**config.mk**
```make
export PLATFORM = sky130hd
export DESIGN_NAME = producer_arbiter
export DESIGN_NICKNAME = d
export VERILOG_FILES = /design/src/rtl/producer_pkg.sv /design/src/rtl/producer_arbiter_rr_slice_counter.sv /design/src/rtl/producer_arbiter.sv
export SDC_FILE = /design/constraint.sdc
export NUM_CORES = 1
export LEC_CHECK = 0
export BUFFER_PORTS_ARGS = -buffer_cell sky130_fd_sc_hd__buf_4
export CORE_MARGIN = 1.5
export CORE_UTILIZATION = 35
export DETAILED_ROUTE_END_ITERATION = 8
export PLACE_DENSITY = 0.81
export SLEW_MARGIN = 5
export SYNTH_ARGS = -nofsm -noshare
export SYNTH_HDL_FRONTEND = slang
export SYNTH_SLANG_ARGS = --single-unit
```
**constraint.sdc**
```tcl
create_clock -name clock -period 1.6 [get_ports clock]
set_clock_uncertainty 0.05 [all_clocks]
set_input_delay 0.16 -clock clock [delete_from_list [all_inputs] [get_ports clock]]
set_output_delay 0.16 -clock clock [all_outputs]
set_load 0.02 [all_outputs]
```
**src/rtl/producer_pkg.sv**
```systemverilog
// Shared encodings for the producer arbiter: FSM states, display codes and LED patterns.
package producer_pkg;

  // One-hot states so that any corrupted encoding is detectable and decodes to IDLE.
  typedef enum logic [3:0] {
    S_IDLE  = 4'b0001,
    S_RUN   = 4'b0010,
    S_WAIT  = 4'b0100,
    S_DRAIN = 4'b1000
  } state_t;

  localparam logic [1:0] MOD_NONE = 2'b00;
  localparam logic [1:0] MOD_F    = 2'b01;
  localparam logic [1:0] MOD_T    = 2'b11;

  localparam logic [3:0] LED_IDLE  = 4'b0001;
  localparam logic [3:0] LED_RUN   = 4'b0010;
  localparam logic [3:0] LED_WAIT  = 4'b0100;
  localparam logic [3:0] LED_DRAIN = 4'b1000;

  function automatic logic [1:0] mod_code(input logic g);
    if (g) begin
      return MOD_T;
    end else begin
      return MOD_F;
    end
  endfunction

endpackage

```
**src/rtl/producer_arbiter_rr_slice_counter.sv**
```systemverilog
// Round-robin slice counter: owns the grant bit and counts accepted words within a slice.
module rr_slice_counter #(
  parameter int SLICE = 4,
  parameter int CNT_W = $clog2(SLICE) + 1
) (
  input  logic clock,
  input  logic reset,
  input  logic load,
  input  logic load_grant,
  input  logic accept,
  input  logic other_active,
  input  logic force_switch,
  output logic grant,
  output logic rotate
);

  localparam logic [CNT_W-1:0] CNT_LAST = CNT_W'(SLICE - 1);
  localparam logic [CNT_W-1:0] CNT_ZERO = CNT_W'(0);
  localparam logic [CNT_W-1:0] CNT_ONE  = CNT_W'(1);

  logic [CNT_W-1:0] cnt_r;
  logic             grant_r;

  assign rotate = accept & (cnt_r == CNT_LAST);
  assign grant  = grant_r;

  // Grant/count update: load beats a forced switch, which beats normal slice accounting.
  always_ff @(posedge clock or posedge reset) begin
    if (reset) begin
      cnt_r   <= CNT_ZERO;
      grant_r <= 1'b0;
    end else if (load) begin
      cnt_r   <= CNT_ZERO;
      grant_r <= load_grant;
    end else if (force_switch) begin
      cnt_r   <= CNT_ZERO;
      grant_r <= ~grant_r;
    end else if (rotate) begin
      cnt_r   <= CNT_ZERO;
      grant_r <= other_active ? ~grant_r : grant_r;
    end else if (accept) begin
      cnt_r   <= cnt_r + CNT_ONE;
      grant_r <= grant_r;
    end else begin
      cnt_r   <= cnt_r;
      grant_r <= grant_r;
    end
  end

endmodule

```
**src/rtl/producer_arbiter.sv**
```systemverilog
// Shares the wrapper write port between the Fibonacci (0) and timer (1) producers,
// rotating the grant every SLICE accepted words and stalling on a full buffer.
module producer_arbiter
  import producer_pkg::*;
#(
  parameter int WIDTH = 16,
  parameter int SLICE = 4,
  parameter int CNT_W = $clog2(SLICE) + 1
) (
  input  logic             clock,
  input  logic             reset,
  input  logic             start_0,
  input  logic             start_1,
  input  logic             stop_0,
  input  logic             stop_1,
  input  logic             valid_0,
  input  logic             valid_1,
  input  logic [WIDTH-1:0] data_0,
  input  logic [WIDTH-1:0] data_1,
  input  logic             buffer_full,
  input  logic             buffer_empty,
  input  logic             data_2_valid,
  output logic             en_0,
  output logic             en_1,
  output logic             wr_en,
  output logic [WIDTH-1:0] wr_data,
  output logic             grant,
  output logic [1:0]       module_sig,
  output logic [3:0]       led
);

  state_t state_r;
  state_t state_n_s;
  logic   active_0_r;
  logic   active_1_r;
  logic   active_0_n_s;
  logic   active_1_n_s;
  logic   go_0_s;
  logic   go_1_s;
  logic   run_a0_s;
  logic   run_a1_s;
  logic   load_s;
  logic   load_grant_s;
  logic   force_switch_s;
  logic   other_active_s;
  logic   grant_s;
  logic   wr_en_s;
  logic   unused_rotate_s;

  // A stop in the same cycle always wins over a start of the same producer.
  assign go_0_s   = start_0 & ~stop_0;
  assign go_1_s   = start_1 & ~stop_1;
  assign run_a0_s = go_0_s | (active_0_r & ~stop_0);
  assign run_a1_s = go_1_s | (active_1_r & ~stop_1);
  assign other_active_s = grant_s ? run_a0_s : run_a1_s;

  rr_slice_counter #(
    .SLICE (SLICE),
    .CNT_W (CNT_W)
  ) u_rr_slice_counter (
    .clock        (clock),
    .reset        (reset),
    .load         (load_s),
    .load_grant   (load_grant_s),
    .accept       (wr_en_s),
    .other_active (other_active_s),
    .force_switch (force_switch_s),
    .grant        (grant_s),
    .rotate       (unused_rotate_s)
  );

  // State and activity registers.
  always_ff @(posedge clock or posedge reset) begin
    if (reset) begin
      state_r    <= S_IDLE;
      active_0_r <= 1'b0;
      active_1_r <= 1'b0;
    end else begin
      state_r    <= state_n_s;
      active_0_r <= active_0_n_s;
      active_1_r <= active_1_n_s;
    end
  end

  // Next-state, activity and grant-control decode.
  always_comb begin
    state_n_s      = state_r;
    active_0_n_s   = active_0_r;
    active_1_n_s   = active_1_r;
    load_s         = 1'b0;
    load_grant_s   = 1'b0;
    force_switch_s = 1'b0;
    case (state_r)
      S_IDLE: begin
        if (go_0_s | go_1_s) begin
          active_0_n_s = go_0_s;
          active_1_n_s = go_1_s;
          load_s       = 1'b1;
          load_grant_s = ~go_0_s;
          state_n_s    = S_RUN;
        end else begin
          state_n_s    = S_IDLE;
        end
      end
      S_RUN, S_WAIT: begin
        active_0_n_s = run_a0_s;
        active_1_n_s = run_a1_s;
        if (!run_a0_s && !run_a1_s) begin
          state_n_s = S_DRAIN;
        end else begin
          // Stopping the granted producer hands the port straight to the other one.
          force_switch_s = grant_s ? (stop_1 & run_a0_s) : (stop_0 & run_a1_s);
          state_n_s      = buffer_full ? S_WAIT : S_RUN;
        end
      end
      S_DRAIN: begin
        active_0_n_s = 1'b0;
        active_1_n_s = 1'b0;
        if (buffer_empty && !data_2_valid) begin
          state_n_s = S_IDLE;
        end else begin
          state_n_s = S_DRAIN;
        end
      end
      default: begin
        state_n_s    = S_IDLE;
        active_0_n_s = 1'b0;
        active_1_n_s = 1'b0;
      end
    endcase
  end

  // Output decode from registered state plus the granted producer's valid/data.
  always_comb begin
    en_0       = 1'b0;
    en_1       = 1'b0;
    wr_en_s    = 1'b0;
    wr_data    = {WIDTH{1'b0}};
    module_sig = MOD_NONE;
    led        = LED_IDLE;
    case (state_r)
      S_IDLE: begin
        led = LED_IDLE;
      end
      S_RUN: begin
        led        = LED_RUN;
        en_0       = ~grant_s;
        en_1       = grant_s;
        module_sig = mod_code(grant_s);
        wr_en_s    = grant_s ? (valid_1 & active_1_r) : (valid_0 & active_0_r);
        if (wr_en_s) begin
          wr_data = grant_s ? data_1 : data_0;
        end else begin
          wr_data = {WIDTH{1'b0}};
        end
      end
      S_WAIT: begin
        led        = LED_WAIT;
        module_sig = mod_code(grant_s);
      end
      S_DRAIN: begin
        led = LED_DRAIN;
      end
      default: begin
        led = LED_IDLE;
      end
    endcase
  end

  assign wr_en = wr_en_s;
  assign grant = grant_s;

endmodule

```
### Yosys cells after proc, flatten, opt, wreduce, memory -nomap -nowiden

Index checks and enable logic that the tools add are counted.

* register bits: 10
* bits of input ports: 43
* output and inout port bits: 26
* word-level logic and storage cells: 73

* add/sub/neg operators: 1
* equality and inequality tests: 6
* mux-type cells: 35
* bitwise logic cells: 16
* reductions and logical operators: 10

Operators with widths (number)
* 2-to-1 mux 16 bit: 3
* one-hot mux 4 bit (3 select lines): 2
* 2-to-1 mux 1 bit: 18
* 2-to-1 mux 3 bit: 5
* bitwise AND 1 bit: 9
* 2-to-1 mux 4 bit: 2
* 2-to-1 mux 2 bit: 3
* nonzero test 3 bit: 2
* equality test 4 x 1 -> 1 bit, second input constant: 1
* equality test 4 x 2 -> 1 bit, second input constant: 1
* equality test 4 x 3 -> 1 bit, second input constant: 1
* equality test 4 bit, second input constant: 1
* NOT 1 bit: 4
* one-hot mux 1 bit (2 select lines): 2
* nonzero test 4 bit: 1
* adder 3 x 1 -> 3 bit, second input constant: 1
* equality test 3 x 2 -> 1 bit, second input constant: 1
* zero test 1 bit: 3
* OR 1 bit: 3
* logical AND 1 bit: 2
* inequality test 2 bit, second input constant: 1
* AND reduction 2 bit: 1
* OR reduction 2 bit: 1

### Depth between registers and ports, before layout

Gate-level depths: netlist of run 1.

* depth after elaboration: 9
* mapped depth: 6
* gate-level depth less buffers: 6

### Cells and area by module

From an unflattened synthesis of run 1, not the netlist that was laid out.

* cell total of the unflattened synthesis: 114
* area, all modules: 899.6 µm²

By module, submodules not included
* producer_arbiter: times used 1, cells an instance 92, area each 675.6 µm², sequential area each 151.4 µm²
* rr_slice_counter: times used 1, cells an instance 22, area each 224.0 µm², sequential area each 100.1 µm²

### Worst setup path before layout of run 1

Ideal clock, no wire load.

* kind: register to register
* start point: register state_r[1]
* end point: register state_r[0]
* library setup time: 0.094 ns
* arrival: 1.971 ns
* data required time: 1.456 ns
* setup slack: -0.515 ns
* cell stages (with the launch flop): 5
* buffers on the path: 0
* clock period less this slack: 2.115 ns
* cell sequence: dfrtp_1 > nor4b_1 > nor2_1 > nand2_1 > o311ai_1

* word-level cells in the longest chain between the ends: 3
* elaborated cells on any way between the ends: 6
* classes of those cells: 4 x eq/ne; 1 x mux; 1 x reduce/logical

Ends and longest elaborated chain
* start: declaration: line producer_arbiter.sv:32 `state_t state_r;`
* start signal: assignment: line producer_arbiter.sv:79 `state_r <= state_n_s;`
* equality test 4 x 2 -> 1 bit / equality test 4 x 3 -> 1 bit (equally long branches): line producer_arbiter.sv:93 `case (state_r)`
* OR reduction 2 bit (no source line)
* one-hot mux 4 bit (3 select lines) *: line producer_arbiter.sv:93
* net state_n_s[0]: line producer_arbiter.sv:33 `state_t state_n_s;`

Mark *: on every way through the listed nets, which the timed path passes. The rest lies on a longest branch.
A chain may end at the register's enable or synchronous reset.

### Worst setup path in the final report of run 1

* start point: register state_r[3]
* end point: output port wr_data[9]

* word-level cells in the longest chain between the ends: 2

Ends and longest elaborated chain
* equality test 4 x 2 -> 1 bit: line producer_arbiter.sv:141 `case (state_r)`
* 2-to-1 mux 16 bit: line producer_arbiter.sv:141
* end: declaration: line producer_arbiter.sv:26 `output logic [WIDTH-1:0] wr_data,`

No other way between the ends.

==> impl_metrics.ini, run 1 <==
[setup_path]
crit_required_ns = 1.39
cp-end-kind = output port
worstPathMaxFanout = 5
worstSetupStartpointType = flop
critPathKind = reg -> out
critPathArrivalTime_ns = 1.70

[timing]
relSlewSlack_pct = 59.7
slew_violations = 0
hold_viol_final = 0
min_period_ns = 1.91
setup_viol = 34
fmax_mhz = 523
rsz0062_at_grt = yes
worstMarginPinSlew_ns = 0.604
fin_crit_sh_pct = 119
worst_slack_ns = -0.311

[placed_design]
port-buffer-count = 68
post-place-ws_ns = -0.0987
place_area_sq_mm = 0.00160
hpwl_um = 2330
place_congestion = 0.816

[logic_synthesis]
ys_seq_area_share_pct = 28.8
synth_edf_count = 0
syn_inst = 108
async_reset_ff_share_pct = 100
synth_ff_type = dfrtp_1
syn-num-nets = 152
yosysUniqueCellTypes = 32
synth_area_sq_um = 873
synth_area_per_cell_sq_um = 8.09
ys_warn_count = 0
ys_ff_latch = 10

[min_path]
hp-class = in -> reg

[route]
route.vias.total = 1395
dr.first_iter.drc_count = 97
drc = 0
vias_per_cell = 5.96
routed_wl_um = 5140
drt-pass1-iter-count = 5
detail_route.wl_per_cell_um = 21.9
detail-route-antenna-nets = 0

[clock_tree]
cts_sinks = 10
ctsHtreeMaxLevel = 1
cts.clk_slew.worst_paths_ns = 0.08
numCtsBuffers = 3
clock_latency_ns = 0.27
cts_tree = yes
cts_buffer_depth = 2
clockRootBuffer = clkbuf_4

[status]
status = complete, but fails checks
violations = setup timing

[final_layout]
antennaDiodeCount = 0
area_growth_pct = 135
final_cell_mix = 66 x buf_4, 32 x buf_6, 18 x mux2i_1
design_area_sq_mm = 0.00206
drive_gt1_share_pct = 69.9
fin_nets = 251
final_common_cell = buf_4

[global_route]
grt_overflow = 0
gr-usage-all-layers_pct = 28.6
grt_pass1_vias = 1234
grt_max_degree = 20
grt_pass1_wl_um = 5840
antenna_found_initial = 0

[floorplan]
dieArea_sq_mm = 0.00280
die_x_um = 53.0
num_io_pins = 69
fp-row-count = 17
core_sq_mm = 0.00228
die_h_um = 53.0
initial_core_util_pct = 38.4

[power_and_ir_drop]
fin_total_pwr_uw = 2590
power_density_mw_per_mm2 = 1260
p_leak_uw = 0.00101
peakVddDrop_v = 0.00134

[job]
max-cap-violations = 0
layout make-up:
type	instances	area [sq um]
Fill cell	77	220
Tap cell	28	35.0
Sequential cell	10	255
Multi-Input combinational cell	88	840
Inverter	5	23.8
Timing Repair Buffer	99	866
Clock buffer	4	36.3
routing by layer:
layer | vias up | wire (um) | part of all wire [%] | GRT usage [%]
met5 | - | 0 | 0 | 0
met4 | 0 | 240 | 4.7 | 8.97
met3 | 31 | 490 | 9.5 | 2.26
met2 | 136 | 2630 | 51 | 55.2
met1 | 651 | 1780 | 35 | 32.8
li1 | 577 | - | - | -
worst paths after layout:
check	slack, ns	start	cells after the start	to
worst max-delay path	-0.31	state_r[3]	5	wr_data[9]
worst min-delay path	0.04	buffer_full	2	state_r[1]
worst max register to register	-0.29	active_0_r	5	u_rr_slice_counter.grant
worst min register to register	0.50	active_1_r	2	active_1_r
max in group asynchronous	0.74	reset	3	state_r[0]
min in group asynchronous	0.42	reset	3	u_rr_slice_counter.cnt_r[1]
cell usage after synthesis, types with 2 or more instances:
master	instances	area share, %
mux2i_1	18	21
buf_2	2	1.1
and3_1	2	1.4
nor2_1	23	9.9
and2_1	2	1.4
o21bai_1	2	1.7
o21ai_0	2	1.1
o21ai_1	5	2.9
buf_1	2	0.86
inv_1	4	1.7
nor4b_1	3	3.0
nand2_1	9	3.9
nor2b_1	4	2.9
a21oi_1	2	1.1
o22ai_1	3	2.1
dfrtp_1	9	26
through the flow:
step,setup TNS (ns),hold WS [ns],std cells,utilization (%)
floorplan,-1.98,-0.0506,108,-
global route,-9.31,0.0314,234,90.3
CTS,-4.41,0.0232,227,81.8
finish,-7.60,0.0384,234,90.3
global placement,-0.0414,0.114,214,70.1
detailed placement,-0.219,0.123,214,70.1
state kept, by name, indices dropped and copies added (netlist names):
| name | cells |
|---|---|
| active_0_r | 1 |
| active_1_r | 1 |
| state_r | 4 |
| u_rr_slice_counter.cnt_r | 3 |
| u_rr_slice_counter.grant | 1 |
report_power, final:
group | switching (uW) | total [uW] | leakage, uW | internal, uW
registers | 113 | 456 | 0.000127 | 343
clock network | 103 | 242 | 0.0000210 | 138
logic | 960 | 1900 | 0.000866 | 936
critical path: stages (launching register included):
cell     delay [ns]
dfrtp_2        0.44
nor4b_4        0.40
o21ai_4        0.16
buf_6          0.18
nor2_4         0.13
buf_6          0.13
cell families after synthesis:
group                    after synthesis  share of synthesized area (%)
adder cells (fa/ha/maj)                1                           1.43
AO/OA/AOI/OAI                         17                           12.3
multiplexers                          19                           21.9
AND/OR/NAND/NOR                       50                           29.8
flip-flops                            10                           28.8
XOR/XNOR                               1                           1.00
buffers and inverters                 10                           4.73
repair_timing:
item / 4_1_cts / 5_1_grt
hold endpoints to repair: 9 / 0
hold buffers: 1 / 0
buffers inserted: 8 / 5
gates cloned: 0 / 2
gates resized for setup: 34 / 39
setup endpoints to repair: 29 / 33
pin swaps: 9 / 11
Power figures use the tool's default switching activity.
==> inputs of run 2 (changes only) <==
--- a/config.mk
+++ b/config.mk
@@ -10,6 +10,7 @@
 export CORE_UTILIZATION = 35
 export DETAILED_ROUTE_END_ITERATION = 8
 export PLACE_DENSITY = 0.81
+export RECOVER_POWER = 50
 export SLEW_MARGIN = 5
 export SYNTH_ARGS = -nofsm -noshare
 export SYNTH_HDL_FRONTEND = slang
==> run 2 against run 1 <==
  * The flow still finishes with violations (setup timing)
  * Final cell count unchanged
  * Clock-buffer cell count stayed put
  * Total power down 0.26%
  * Setup slack worse by 0.0048 ns
  * Global-route usage stayed put
  * Critical endpoint is now wr_data[7]
  * Critical path depth unchanged
  * Core utilization is the same
  * Hold slack improved by 0.0030 ns
  * Final area unchanged
  * First-iteration DRC count fell by 3.1%
  * Register-to-register slack gained 0.02 ns
==> impl_metrics.ini, run 2 (synthesized netlist as in run 1, its figures left out) <==
[timing]
tns_ns = -7.67
setup_viol = 34
worstMarginPinSlew_ns = 0.593
hold_viol_final = 0
fin_crit_sh_pct = 120
relSlewSlack_pct = 60.4
worst_slack_ns = -0.316
fmax_mhz = 522
slew_violations = 0
min_period_ns = 1.92
whs_ns = 0.0414
rsz0062_at_grt = yes

[floorplan]
dieArea_sq_mm = 0.00280
die_h_um = 53.0
die_x_um = 53.0
initial_core_util_pct = 38.4
core_sq_mm = 0.00228
fp-row-count = 17
num_io_pins = 69

[clock_tree]
clockRootBuffer = clkbuf_4
cts_buffer_depth = 2
cts.clk_slew.worst_paths_ns = 0.08
ctsHtreeMaxLevel = 1
cts_sinks = 10
numCtsBuffers = 3
cts_tree = yes
clock_latency_ns = 0.27

[min_path]
whs_path_depth = 2
min_to = state_r[1]
hp-class = in -> reg
min_from = buffer_full

[setup_path]
critPathKind = reg -> out
reg2reg_to = u_rr_slice_counter.grant
worstRegToRegCells = 8
cp-end-kind = output port
rr_startpoint = state_r[3]
crit_required_ns = 1.39
critPathArrivalTime_ns = 1.71
worstPathMaxFanout = 5
worst-r2r-setup-slack_ns = -0.27
worstSetupStartpointType = flop

[final_layout]
top_regs = state_r (4), u_rr_slice_counter.cnt_r (3)
final_common_cell = buf_4
antennaDiodeCount = 0
area_growth_pct = 135
largest_reg_flops = 4
final_cell_mix = 65 x buf_4, 32 x buf_6, 18 x mux2i_1
fin_nets = 251
top_register = state_r
drive_gt1_share_pct = 69.9
fillerInstances = 77

[power_and_ir_drop]
power_density_mw_per_mm2 = 1260
peakVddDrop_v = 0.00133
p_leak_uw = 0.00101

[placed_design]
port-buffer-count = 68
place_congestion = 0.816
hpwl_um = 2330

[global_route]
grt_overflow = 0
antenna_found_initial = 0
grt_max_degree = 20
grt_pass1_wl_um = 5840
grt_pass1_vias = 1234
gr-usage-all-layers_pct = 28.6

[route]
routed_wl_um = 5050
drt-pass1-iter-count = 4
route.vias.total = 1385
vias_per_cell = 5.92
detail-route-antenna-nets = 0
detail_route.wl_per_cell_um = 21.6
drc = 0
dr.first_iter.drc_count = 94

[job]
max-cap-violations = 0

[status]
status = complete, but fails checks
violations = setup timing
run 2: repair_timing:
action | 4_1_cts | 5_1_grt
setup buffers | 8 | 5
endpoints found under the setup margin | 29 | 33
endpoints found under the hold margin | 9 | 0
gates cloned | 0 | 2
gates resized for setup | 34 | 39
pin swaps | 9 | 11
hold buffers | 1 | 0
run 2: how the worst max path moves through the flow:
stage	slack, ns	cells after the start	endpoint	from
2_1_floorplan	-0.18	6	u_rr_slice_counter.grant	state_r[2]
4_1_cts	-0.22	5	wr_data[8]	state_r[3]
3_5_place_dp	-0.1	6	u_rr_slice_counter.grant	state_r[2]
5_1_grt	-0.36	5	wr_data[9]	state_r[3]
6_report	-0.32	5	wr_data[7]	state_r[3]
3_3_place_gp	-0.03	6	u_rr_slice_counter.grant	state_r[2]
run 2: layout make-up:
cell class | count | area [sq um] | area share [%]
clock buffer | 4 | 36.3 | 1.77
inverter | 5 | 23.8 | 1.16
multi-input combinational | 88 | 840 | 40.8
sequential | 10 | 255 | 12.4
tap | 28 | 35.0 | 1.70
timing repair buffer | 99 | 866 | 42.1
run 2: through the flow:
stage | std cells | util, % | instance area (sq um) | total power, uW | setup slack (ns)
floorplan | 108 | - | 966 | 1180 | -0.183
global placement | 214 | 70.1 | 1600 | 1600 | -0.0287
detailed placement | 214 | 70.1 | 1600 | 1640 | -0.0987
CTS | 227 | 81.8 | 1860 | 2200 | -0.218
global route | 234 | 90.3 | 2060 | 2660 | -0.356
finish | 234 | 90.3 | 2060 | 2590 | -0.316
run 2: layer usage:
metal  part of all wire [%]  track usage, %
met2                     51            55.2
met1                     35            32.8
met5                      0               0
met3                    9.0            2.26
met4                    4.8            8.97
run 2: where the power goes:
part	internal, uW	leakage [uW]	switching (uW)
registers	343	0.000127	114
clock network	138	0.0000210	103
logic	936	0.000866	953
run 2: worst max-delay path: stages (launching register included):
cell,delay (ns)
dfrtp_2,0.44
nor4b_4,0.40
o21ai_4,0.16
buf_6,0.18
nor2_1,0.10
buf_4,0.15
